==> config.mk <==
export PLATFORM = sky130hd
export DESIGN_NAME = tms34020_scrref_xfer_flat
export DESIGN_NICKNAME = d
export VERILOG_FILES = /design/src/rtl/tms34020_scrref_xfer_pkg.sv /design/src/rtl/tms34020_scrref_xfer_if.sv /design/src/rtl/tms34020_scrref_xfer.sv /design/src/flat_wrapper.sv
export SDC_FILE = /design/constraint.sdc
export NUM_CORES = 1
export LEC_CHECK = 0
export CAP_MARGIN = 10
export CORE_ASPECT_RATIO = 1.5
export CORE_UTILIZATION = 30
export CTS_CLUSTER_DIAMETER = 150
export CTS_CLUSTER_SIZE = 16
export DETAILED_ROUTE_END_ITERATION = 8
export PLACE_DENSITY_LB_ADDON = 0.25
export SLEW_MARGIN = 25
export SYNTH_ARGS = -nofsm -noshare
export SYNTH_HDL_FRONTEND = slang
export SYNTH_SLANG_ARGS = --single-unit
==> constraint.sdc <==
create_clock -name CLK -period 5.1 [get_ports CLK]
set_input_delay 1.02 -clock CLK [delete_from_list [all_inputs] [get_ports CLK]]
set_output_delay 1.02 -clock CLK [all_outputs]
set_load 0.05 [all_outputs]
==> src/rtl/tms34020_scrref_xfer_pkg.sv <==
// Shared definitions for the screen-refresh transfer path: FSM states,
// default timeout and the DPYTAP/DPYMSK address merge.
package tms34020_scrref_xfer_pkg;

  typedef enum logic [2:0] {
    IDLE,
    REQ,
    XFER,
    WAIT,
    DONE
  } ScrXferState_t;

  localparam int unsigned SCRXFER_TMO_DEF = 255;

  // Masked bits come from the tap point, the rest from the refresh address.
  function automatic logic [15:0] tap_merge(input logic [15:0] addr_lo,
                                            input logic [15:0] tap,
                                            input logic [15:0] msk);
    return (addr_lo & ~msk) | (tap & msk);
  endfunction

endpackage

==> src/rtl/tms34020_scrref_xfer_if.sv <==
// Local memory bus seen by the refresh transfer engine: arbitration plus
// the address/strobe/ready handshake of the read-transfer cycle.
interface tms34020_scrref_xfer_if #(
  parameter int unsigned ADDR_W = 32
);
  logic              BUS_REQ;
  logic              BUS_GNT;
  logic [ADDR_W-1:0] MEM_A;
  logic              MEM_TR;
  logic              MEM_STB;
  logic              MEM_RDY;

  modport master (
    output BUS_REQ, MEM_A, MEM_TR, MEM_STB,
    input  BUS_GNT, MEM_RDY
  );

  modport slave (
    input  BUS_REQ, MEM_A, MEM_TR, MEM_STB,
    output BUS_GNT, MEM_RDY
  );
endinterface

==> src/rtl/tms34020_scrref_xfer.sv <==
// Consumes the per-line screen-refresh request and runs one VRAM
// read-transfer cycle on the local bus, flagging overruns and timeouts.
module tms34020_scrref_xfer
  import tms34020_scrref_xfer_pkg::*;
#(
  parameter int unsigned ADDR_W  = 32,
  parameter int unsigned TMO_CYC = SCRXFER_TMO_DEF
) (
  input  logic                  CLK,
  input  logic                  RST,
  input  logic                  EN,
  input  logic                  CE_R,
  input  logic                  SCRREF_RUN,
  input  logic [ADDR_W-1:0]     SCRREF_ADDR,
  input  logic [15:0]           DPYTAP,
  input  logic [15:0]           DPYMSK,
  tms34020_scrref_xfer_if.master mem,
  output logic                  XFER_DONE,
  output logic                  OVR_ERR,
  output logic                  TMO_ERR,
  input  logic                  ERR_CLR
);

  localparam logic [7:0] TMO_LIM = TMO_CYC[7:0];

  ScrXferState_t     state_q, state_d;
  logic              pend_q, pend_d;
  logic [ADDR_W-1:0] xa_q, xa_d;
  logic [ADDR_W-1:0] mem_a_q, mem_a_d;
  logic [7:0]        cnt_q, cnt_d;
  logic              ok_q, ok_d;
  logic              ovr_q, ovr_d;
  logic              tmo_q, tmo_d;

  logic              step;
  logic              grab;
  logic              ovr_set;
  logic              tmo_set;
  logic [7:0]        cnt_inc;
  logic [ADDR_W-1:0] xa_new;

  assign step    = EN & CE_R;
  assign grab    = (state_q == REQ) & mem.BUS_GNT;
  assign cnt_inc = cnt_q + 8'd1;
  assign xa_new  = {SCRREF_ADDR[ADDR_W-1:16],
                    tap_merge(SCRREF_ADDR[15:0], DPYTAP, DPYMSK)};

  always_comb begin
    state_d = state_q;
    pend_d  = pend_q;
    xa_d    = xa_q;
    mem_a_d = mem_a_q;
    cnt_d   = cnt_q;
    ok_d    = ok_q;
    ovr_d   = ovr_q;
    tmo_d   = tmo_q;
    ovr_set = 1'b0;
    tmo_set = 1'b0;

    if (step) begin
      unique case (state_q)
        IDLE: if (pend_q || SCRREF_RUN) state_d = REQ;
        REQ: begin
          if (mem.BUS_GNT) begin
            state_d = XFER;
            // A request arriving on the grant step is the newest address.
            mem_a_d = SCRREF_RUN ? xa_new : xa_q;
            pend_d  = 1'b0;
            cnt_d   = '0;
          end
        end
        XFER: state_d = WAIT;
        WAIT: begin
          cnt_d = cnt_inc;
          if (mem.MEM_RDY) begin
            state_d = DONE;
            ok_d    = 1'b1;
          end else if (cnt_inc == TMO_LIM) begin
            state_d = DONE;
            ok_d    = 1'b0;
            tmo_set = 1'b1;
          end
        end
        DONE: state_d = (pend_q || SCRREF_RUN) ? REQ : IDLE;
        default: state_d = IDLE;
      endcase

      if (SCRREF_RUN) begin
        ovr_set = pend_q || (state_q == XFER) || (state_q == WAIT);
        if (!grab) begin
          xa_d   = xa_new;
          pend_d = 1'b1;
        end
      end

      if (ERR_CLR) begin
        ovr_d = 1'b0;
        tmo_d = 1'b0;
      end
      if (ovr_set) ovr_d = 1'b1;
      if (tmo_set) tmo_d = 1'b1;
    end
  end

  always_ff @(posedge CLK) begin
    if (RST) begin
      state_q <= IDLE;
      pend_q  <= 1'b0;
      xa_q    <= '0;
      mem_a_q <= '0;
      cnt_q   <= '0;
      ok_q    <= 1'b0;
      ovr_q   <= 1'b0;
      tmo_q   <= 1'b0;
    end else begin
      state_q <= state_d;
      pend_q  <= pend_d;
      xa_q    <= xa_d;
      mem_a_q <= mem_a_d;
      cnt_q   <= cnt_d;
      ok_q    <= ok_d;
      ovr_q   <= ovr_d;
      tmo_q   <= tmo_d;
    end
  end

  assign mem.BUS_REQ = (state_q == REQ) || (state_q == XFER) || (state_q == WAIT);
  assign mem.MEM_TR  = (state_q == XFER) || (state_q == WAIT);
  assign mem.MEM_STB = (state_q == XFER) || (state_q == WAIT);
  assign mem.MEM_A   = mem_a_q;
  assign XFER_DONE   = (state_q == DONE) && ok_q;
  assign OVR_ERR     = ovr_q;
  assign TMO_ERR     = tmo_q;

endmodule

==> src/flat_wrapper.sv <==
// flat-port wrapper written by rule: the top's interface ports become plain ports
module tms34020_scrref_xfer_flat import tms34020_scrref_xfer_pkg::*;
#(
  parameter int unsigned ADDR_W  = 32,
  parameter int unsigned TMO_CYC = SCRXFER_TMO_DEF
)
  (CLK, RST, EN, CE_R, SCRREF_RUN, SCRREF_ADDR, DPYTAP, DPYMSK, XFER_DONE, OVR_ERR, TMO_ERR, ERR_CLR, mem_BUS_REQ, mem_MEM_A, mem_MEM_TR, mem_MEM_STB, mem_BUS_GNT, mem_MEM_RDY);
  tms34020_scrref_xfer_if #(.ADDR_W(ADDR_W)) mem_i ();
  input  logic CLK;
  input  logic RST;
  input  logic EN;
  input  logic CE_R;
  input  logic SCRREF_RUN;
  input  logic [ADDR_W-1:0] SCRREF_ADDR;
  input  logic [15:0] DPYTAP;
  input  logic [15:0] DPYMSK;
  output logic XFER_DONE;
  output logic OVR_ERR;
  output logic TMO_ERR;
  input  logic ERR_CLR;
  output wire logic [$bits(mem_i.BUS_REQ)-1:0] mem_BUS_REQ;
  output wire logic [$bits(mem_i.MEM_A)-1:0] mem_MEM_A;
  output wire logic [$bits(mem_i.MEM_TR)-1:0] mem_MEM_TR;
  output wire logic [$bits(mem_i.MEM_STB)-1:0] mem_MEM_STB;
  input wire logic [$bits(mem_i.BUS_GNT)-1:0] mem_BUS_GNT;
  input wire logic [$bits(mem_i.MEM_RDY)-1:0] mem_MEM_RDY;
  assign mem_BUS_REQ = mem_i.BUS_REQ;
  assign mem_MEM_A = mem_i.MEM_A;
  assign mem_MEM_TR = mem_i.MEM_TR;
  assign mem_MEM_STB = mem_i.MEM_STB;
  assign mem_i.BUS_GNT = mem_BUS_GNT;
  assign mem_i.MEM_RDY = mem_MEM_RDY;
  tms34020_scrref_xfer #(.ADDR_W(ADDR_W), .TMO_CYC(TMO_CYC)) u_core (.CLK(CLK), .RST(RST), .EN(EN), .CE_R(CE_R), .SCRREF_RUN(SCRREF_RUN), .SCRREF_ADDR(SCRREF_ADDR), .DPYTAP(DPYTAP), .DPYMSK(DPYMSK), .mem(mem_i), .XFER_DONE(XFER_DONE), .OVR_ERR(OVR_ERR), .TMO_ERR(TMO_ERR), .ERR_CLR(ERR_CLR));
endmodule
==> results of run 1 <==
## cell type report
class	count	area [sq um]	share of cell area [%]
Clock buffer	13	250	5.09
Clock inverter	3	18.8	0.382
Inverter	4	15.0	0.306
Multi-Input combinational cell	297	1730	35.3
Sequential cell	79	1580	32.2
Tap cell	147	184	3.74
Timing Repair Buffer	113	1130	23.0
## state kept, by name, summed over array words and instances (netlist names)
name              count
u_core.cnt_q          8
u_core.state_q        3
u_core.pend_q         1
u_core.OVR_ERR        1
u_core.mem.MEM_A     32
u_core.TMO_ERR        1
u_core.ok_q           1
u_core.xa_q          32
## layer usage
layer / wire length [um] / up-vias / global-route usage (%)
met3: 337 / 8 / 4.11
met2: 4700 / 63 / 28.8
met4: 116 / 0 / 4.92
met5: 0 / - / 0
met1: 3770 / 1467 / 16.8
li1: - / 1645 / -
## cells in the mapped netlist
library cell  number
nor2_1            44
nor3b_1            1
a211o_1            1
clkbuf_1          24
a211oi_1          33
a31oi_1            4
nand4b_1           1
ha_1               2
nand3_1            4
o31ai_1            1
a21o_1             1
nand2_1           74
buf_4              1
and2b_1            1
nand3_2            1
buf_2              8
and3_1             3
nand3b_1           2
mux2i_1           32
buf_1              1
and2_2             1
or2_2              1
dfxtp_1           79
or3_1              2
or3_2              1
o41ai_1            2
o221a_2            1
a21oi_1           47
nor3_1             3
inv_1              4
a41oi_1            1
and2_1             2
or4_1              1
nor4bb_1           1
o21ai_0            7
o2111ai_1          1
o211ai_1          18
nor2b_1            2
xnor2_1            1
## path summary, 6_finish.rpt
check,start,cells past startpoint,slack [ns],to
max,mem_BUS_GNT,6,1.83,u_core.mem.MEM_A[18]$_SDFFE_PP0P_
min,u_core.mem.MEM_A[11]$_SDFFE_PP0P_,2,0.45,u_core.mem.MEM_A[11]$_SDFFE_PP0P_
max reg2reg,u_core.state_q[0]$_SDFFE_PP0P_,5,2.62,u_core.mem.MEM_A[18]$_SDFFE_PP0P_
min reg2reg,u_core.mem.MEM_A[11]$_SDFFE_PP0P_,2,0.45,u_core.mem.MEM_A[11]$_SDFFE_PP0P_
## power groups by stage
stage | clock network, W | registers (W) | logic (W)
after floorplan | 0 | 0.000669 | 0.0000744
after CTS | 0.000600 | 0.000644 | 0.000171
after detailed placement | 0 | 0.000657 | 0.000171
after global placement | 0 | 0.000657 | 0.000168
after global routing | 0.000626 | 0.000645 | 0.000187
final | 0.000587 | 0.000644 | 0.000172
## logic make-up after synthesis
kind of cell | Yosys count | share of synthesized area (%)
flip-flops | 79 | 45.7
buffers and inverters | 38 | 4.52
AND/OR/NAND/NOR | 145 | 18.0
adder cells (fa/ha/maj) | 2 | 0.723
XOR/XNOR | 1 | 0.253
AO/OA/AOI/OAI | 117 | 21.6
multiplexers | 32 | 9.25
## critical path, stage by stage
cell and delay (ns):
clkdlybuf4s50_1 0.51, nor4bb_1 0.71, and2_2 0.60, buf_4 0.37
nor2_1 0.07, a211oi_1 0.22
## per-stage QoR
step,setup slack (ns),power [W],area [sq um],std cells,util (%)
2_1_floorplan,2.75,0.000744,3460,414,-
3_3_place_gp,1.55,0.000825,4620,639,41.5
3_5_place_dp,1.49,0.000828,4620,639,41.5
4_1_cts,1.83,0.00141,4890,655,44.0
5_1_grt,1.60,0.00146,4910,656,44.2
6_report,1.83,0.00140,4910,656,44.2
==> metrics.md, run 1 <==
| Metric | Value |
|---|---|
| Status | finished clean |
| Hpwl dp | 6110 um |
| Synth area leaders | dfxtp_1, mux2i_1, nand2_1, a211oi_1, a21oi_1 |
| Flop pwr share | 45.9% |
| Unrepaired setup endpoints after global routing | no |
| F_max | 0.306 GHz |
| Largest net degree at the start of global routing | 53 |
| Tightest Pin Transition | 0.778 ns |
| Routed WL | 8920 um |
| Max VDD drop | 0.192 mV |
| CTS clk-pin slew, worst paths | 0.06 ns |
| Crit path max fanout | 29 |
| Sw Ratio | 24.2% |
| Die width | 89.7 um |
| Sw Pwr | 0.000339 W |
| Post-CTS Hold Buffers | 0 |
| Max-cap violation count | 0 |
| Post-cts resize count | 0 |
| Layout Nets | 578 |
| Detail Route Antenna Nets | 0 |
| Worst EP arrival | 3.51 ns |
| I/O pin cnt | 110 |
| Initial antenna violation count | 0 |
| Final Hold Viols | 0 |
| Power per cell area | 285 nW/um^2 |
| Post-Syn Instances | 414 |
| Area of the core | 11,100 sq um |
| Setup repair bufs after CTS | 0 |
| Max H-tree Level | 3 |
| Aggregate global-route resource usage | 15.4% |
| Ys Warns | 0 |
| Gr ovfl total | 0 |
| Fin crit period | 3.27 ns |
| Port buffer count | 109 |
| Clock root buffer master | clkbuf_16 |
| Syn Nets | 488 |
| DR pass1 iterations | 4 |
| Internal cell power | 0.00106 W |
| Vias in the first global route | 3,087 |
| Hold slack final | 0.450 ns |
| Synth-to-layout area growth | 41.9% |
| Static leakage | 1.71 nW |
| Final period utilization | 64.1% |
| Relative slew slack | 47.4% |
| Fraction of layout cells with a size suffix above 1 | 5.11% |
| CTS Buf Count | 9 |
| Final setup viols | 0 |
| Clk_lat worst skew | 0.33 ns |
| Post-Synthesis Cell Area | 3460 sq um |
| #FFs+latches synth | 79 |
| Share of the synthesized area in the top cell type | 45.7% |
| Post-route DRC | 0 |
| CTS max path bufs | 2 |
| Power share of the clock group | 41.9% |
| Clock sinks | 79 |
| Fill count | 1,085 |
| Routed vias/inst | 4.85 |
| Via count | 3,183 |
| Global-route wire length before repair | 14,800 um |
| Hold Crit Class | register to register |
| Setup CP Type | input pin to register |
| Final RePlAce weighted congestion | 0.736 |
| CTS tree | done |
| Cell variety after synth | 39 |
| WP data required | 5.34 ns |
| Row cnt | 47 |
| Sum of negative setup slack | 0 ns |
| Logic pwr share | 12.2% |
| Crit path capture type | register |
| Max-slew violation count | 0 |
| Dominant cell type by area after synthesis | dfxtp_1 |
| Detailed-route wire length per cell | 13.6 um |
| Avg Cell Area, Syn | 8.36 sq um |
| Initial core utilization | 31.1% |
| Die area | 12,000 sq um |
| Most frequent cells in the layout | clkdlybuf4s50_1, dfxtp_1, nand2_1 |
| Layout Skew | 0.00372 ns |
| Sequential area share after synthesis | 45.7% |
| Die height | 134 um |
| Initial DRC count | 189 |
| Inserted Diodes | 0 |
| Commonest non-fill, non-tap cell in the layout | clkdlybuf4s50_1 |
| Critical path startpoint category | input pin |
No activity file was read; power rests on OpenSTA's default activity.
==> inputs of run 2 (changes only) <==
==> constraint.sdc (replaced) <==
create_clock -name CLK -period 2.6 [get_ports CLK]
set_input_delay 0.52 -clock CLK [delete_from_list [all_inputs] [get_ports CLK]]
set_output_delay 0.52 -clock CLK [all_outputs]
set_load 0.05 [all_outputs]
==> metrics.md, run 2 (synthesized netlist as in run 1, its figures left out) <==
| Metric | Value |
|---|---|
| Status | finished clean (unchanged) |
| I/O pin cnt | 110 (unchanged) |
| Post-route DRC | 0 (unchanged) |
| Max H-tree Level | 3 (unchanged) |
| Routed WL | 9030 um (was 8920 um) |
| Crit path capture type | output pin (was register) |
| Aggregate global-route resource usage | 15.9% (was 15.4%) |
| Hold Path Depth | 2 (unchanged) |
| Die area | 12,000 sq um (unchanged) |
| Setup CP Type | register to output pin (was input pin to register) |
| Fin crit period | 2.43 ns |
| Port buffer count | 109 (unchanged) |
| Die width | 89.7 um (unchanged) |
| Routed vias/inst | 4.88 (was 4.85) |
| Clock sinks | 79 (unchanged) |
| Worst EP arrival | 1.91 ns (was 3.51 ns) |
| Initial DRC count | 140 (was 189) |
| Commonest non-fill, non-tap cell in the layout | clkdlybuf4s50_1 (unchanged) |
| Static leakage | 1.78 nW (was 1.71 nW) |
| Row cnt | 47 (unchanged) |
| Sum of negative setup slack | 0 ns (unchanged) |
| Tightest Pin Transition | 0.579 ns (was 0.778 ns) |
| CTS max path bufs | 2 (unchanged) |
| Crit path max fanout | 8 (was 29) |
| F_max | 0.411 GHz |
| DR pass1 iterations | 4 (unchanged) |
| Final RePlAce weighted congestion | 0.760 (was 0.736) |
| Global-route wire length before repair | 15,100 um (was 14,800 um) |
| Final period utilization | 93.5% |
| Setup repair bufs after CTS | 0 (unchanged) |
| Clock root buffer master | clkbuf_16 (unchanged) |
| Post-cts resize count | 0 (unchanged) |
| Initial core utilization | 31.1% (unchanged) |
| Final setup viols | 0 (unchanged) |
| Layout Skew | 0.00574 ns (was 0.00372 ns) |
| Reg2reg path depth | 6 (was 5) |
| Hpwl dp | 6380 um (was 6110 um) |
| Max-slew violation count | 0 (unchanged) |
| Via count | 3,230 (was 3,183) |
| Hold slack final | 0.447 ns (was 0.450 ns) |
| Most frequent cells in the layout | clkdlybuf4s50_1, dfxtp_1, nand2_1 (unchanged) |
| CTS Buf Count | 9 (unchanged) |
| FF-to-FF setup slack | 0.54 ns (was 2.62 ns) |
| Relative slew slack | 61.4% (was 47.4%) |
| Largest net degree at the start of global routing | 52 (was 53) |
| Worst setup path startpoint | u_core.state_q[0]$_SDFFE_PP0P_ (was mem_BUS_GNT) |
| Worst R2R Start | u_core.cnt_q[0]$_SDFFE_PP0P_ (was u_core.state_q[0]$_SDFFE_PP0P_) |
| Vias in the first global route | 3,166 (was 3,087) |
| Max VDD drop | 0.304 mV (was 0.192 mV) |
| Post-CTS Hold Buffers | 0 (unchanged) |
| Unrepaired setup endpoints after global routing | no (unchanged) |
| CTS tree | done (unchanged) |
| Die height | 134 um (unchanged) |
| WP data required | 2.08 ns (was 5.34 ns) |
| Area of the core | 11,100 sq um (unchanged) |
| Gr ovfl total | 0 (unchanged) |
| Final Hold Viols | 0 (unchanged) |
| Clk_lat worst skew | 0.34 ns (was 0.33 ns) |
| Max-cap violation count | 0 (unchanged) |
| Min-delay src | u_core.mem.MEM_A[9]$_SDFFE_PP0P_ (was u_core.mem.MEM_A[11]$_SDFFE_PP0P_) |
| Fraction of layout cells with a size suffix above 1 | 6.80% (was 5.11%) |
| CTS clk-pin slew, worst paths | 0.06 ns (about the same) |
| Hold Crit Class | register to register (unchanged) |
| Inserted Diodes | 0 (unchanged) |
| Synth-to-layout area growth | 45.3% (was 41.9%) |
| Layout Nets | 584 (was 578) |
| Initial antenna violation count | 0 (unchanged) |
| Detail Route Antenna Nets | 0 (unchanged) |
| Critical path startpoint category | register (was input pin) |
| Power per cell area | 589 nW/um^2 (was 285 nW/um^2) |
| Detailed-route wire length per cell | 13.6 um (about the same) |
run 2: cell types whose count changed in the layout (fill, tap and decap cells not counted), sizes merged:
cell / change
clkinv: +1
buf: +6
bufinv: +2
clkbuf: -3
run 2: worst max-delay path: stages (launching register included):
cell and delay [ns]:
dfxtp_1 0.37, nor2_1 0.21, and3_1 0.19, clkdlybuf4s50_1 0.80
run 2: final cells by class:
cell class / instances / area [sq um]
clock buffers: 10 / 239
clock inverters: 6 / 83.8
fillers: 1083 / 6080
inverters: 4 / 15.0
multi-input cells: 297 / 1730
flip-flops and latches: 79 / 1580
well taps: 147 / 184
repair buffers: 119 / 1190
run 2: worst paths after layout:
kind	end
setup / recovery	XFER_DONE
hold reg to reg	u_core.mem.MEM_A[9]$_SDFFE_PP0P_
setup reg to reg	u_core.TMO_ERR$_SDFFE_PP0P_
hold / removal	u_core.mem.MEM_A[9]$_SDFFE_PP0P_
run 2: routing by layer:
metal / part of all wire (%) / GRT usage, %
met5: 0 / 0
met4: 2.5 / 8.29
met1: 42 / 17.5
met2: 53 / 28.8
met3: 3.3 / 2.91
run 2: where the power goes:
group          switching (W)  internal, W  leakage, nW  total [W]
Combinational       0.000168     0.000175        0.976   0.000344
Sequential         0.0000186      0.00124        0.640    0.00126
Clock               0.000496     0.000863        0.162    0.00136
Total               0.000683      0.00228         1.78    0.00296
run 2: per-stage QoR:
step / total power (W) / util (%) / instance area, sq um / setup slack [ns] / std cells
finish: 0.00296 / 45.3 / 5030 / 0.168 / 662
global route: 0.00308 / 45.3 / 5030 / 0.0913 / 662
CTS: 0.00300 / 45.3 / 5030 / 0.150 / 662
detailed placement: 0.00164 / 42.4 / 4710 / 0.274 / 646
global placement: 0.00163 / 42.4 / 4710 / 0.314 / 646
floorplan: 0.00146 / - / 3460 / 0.643 / 414
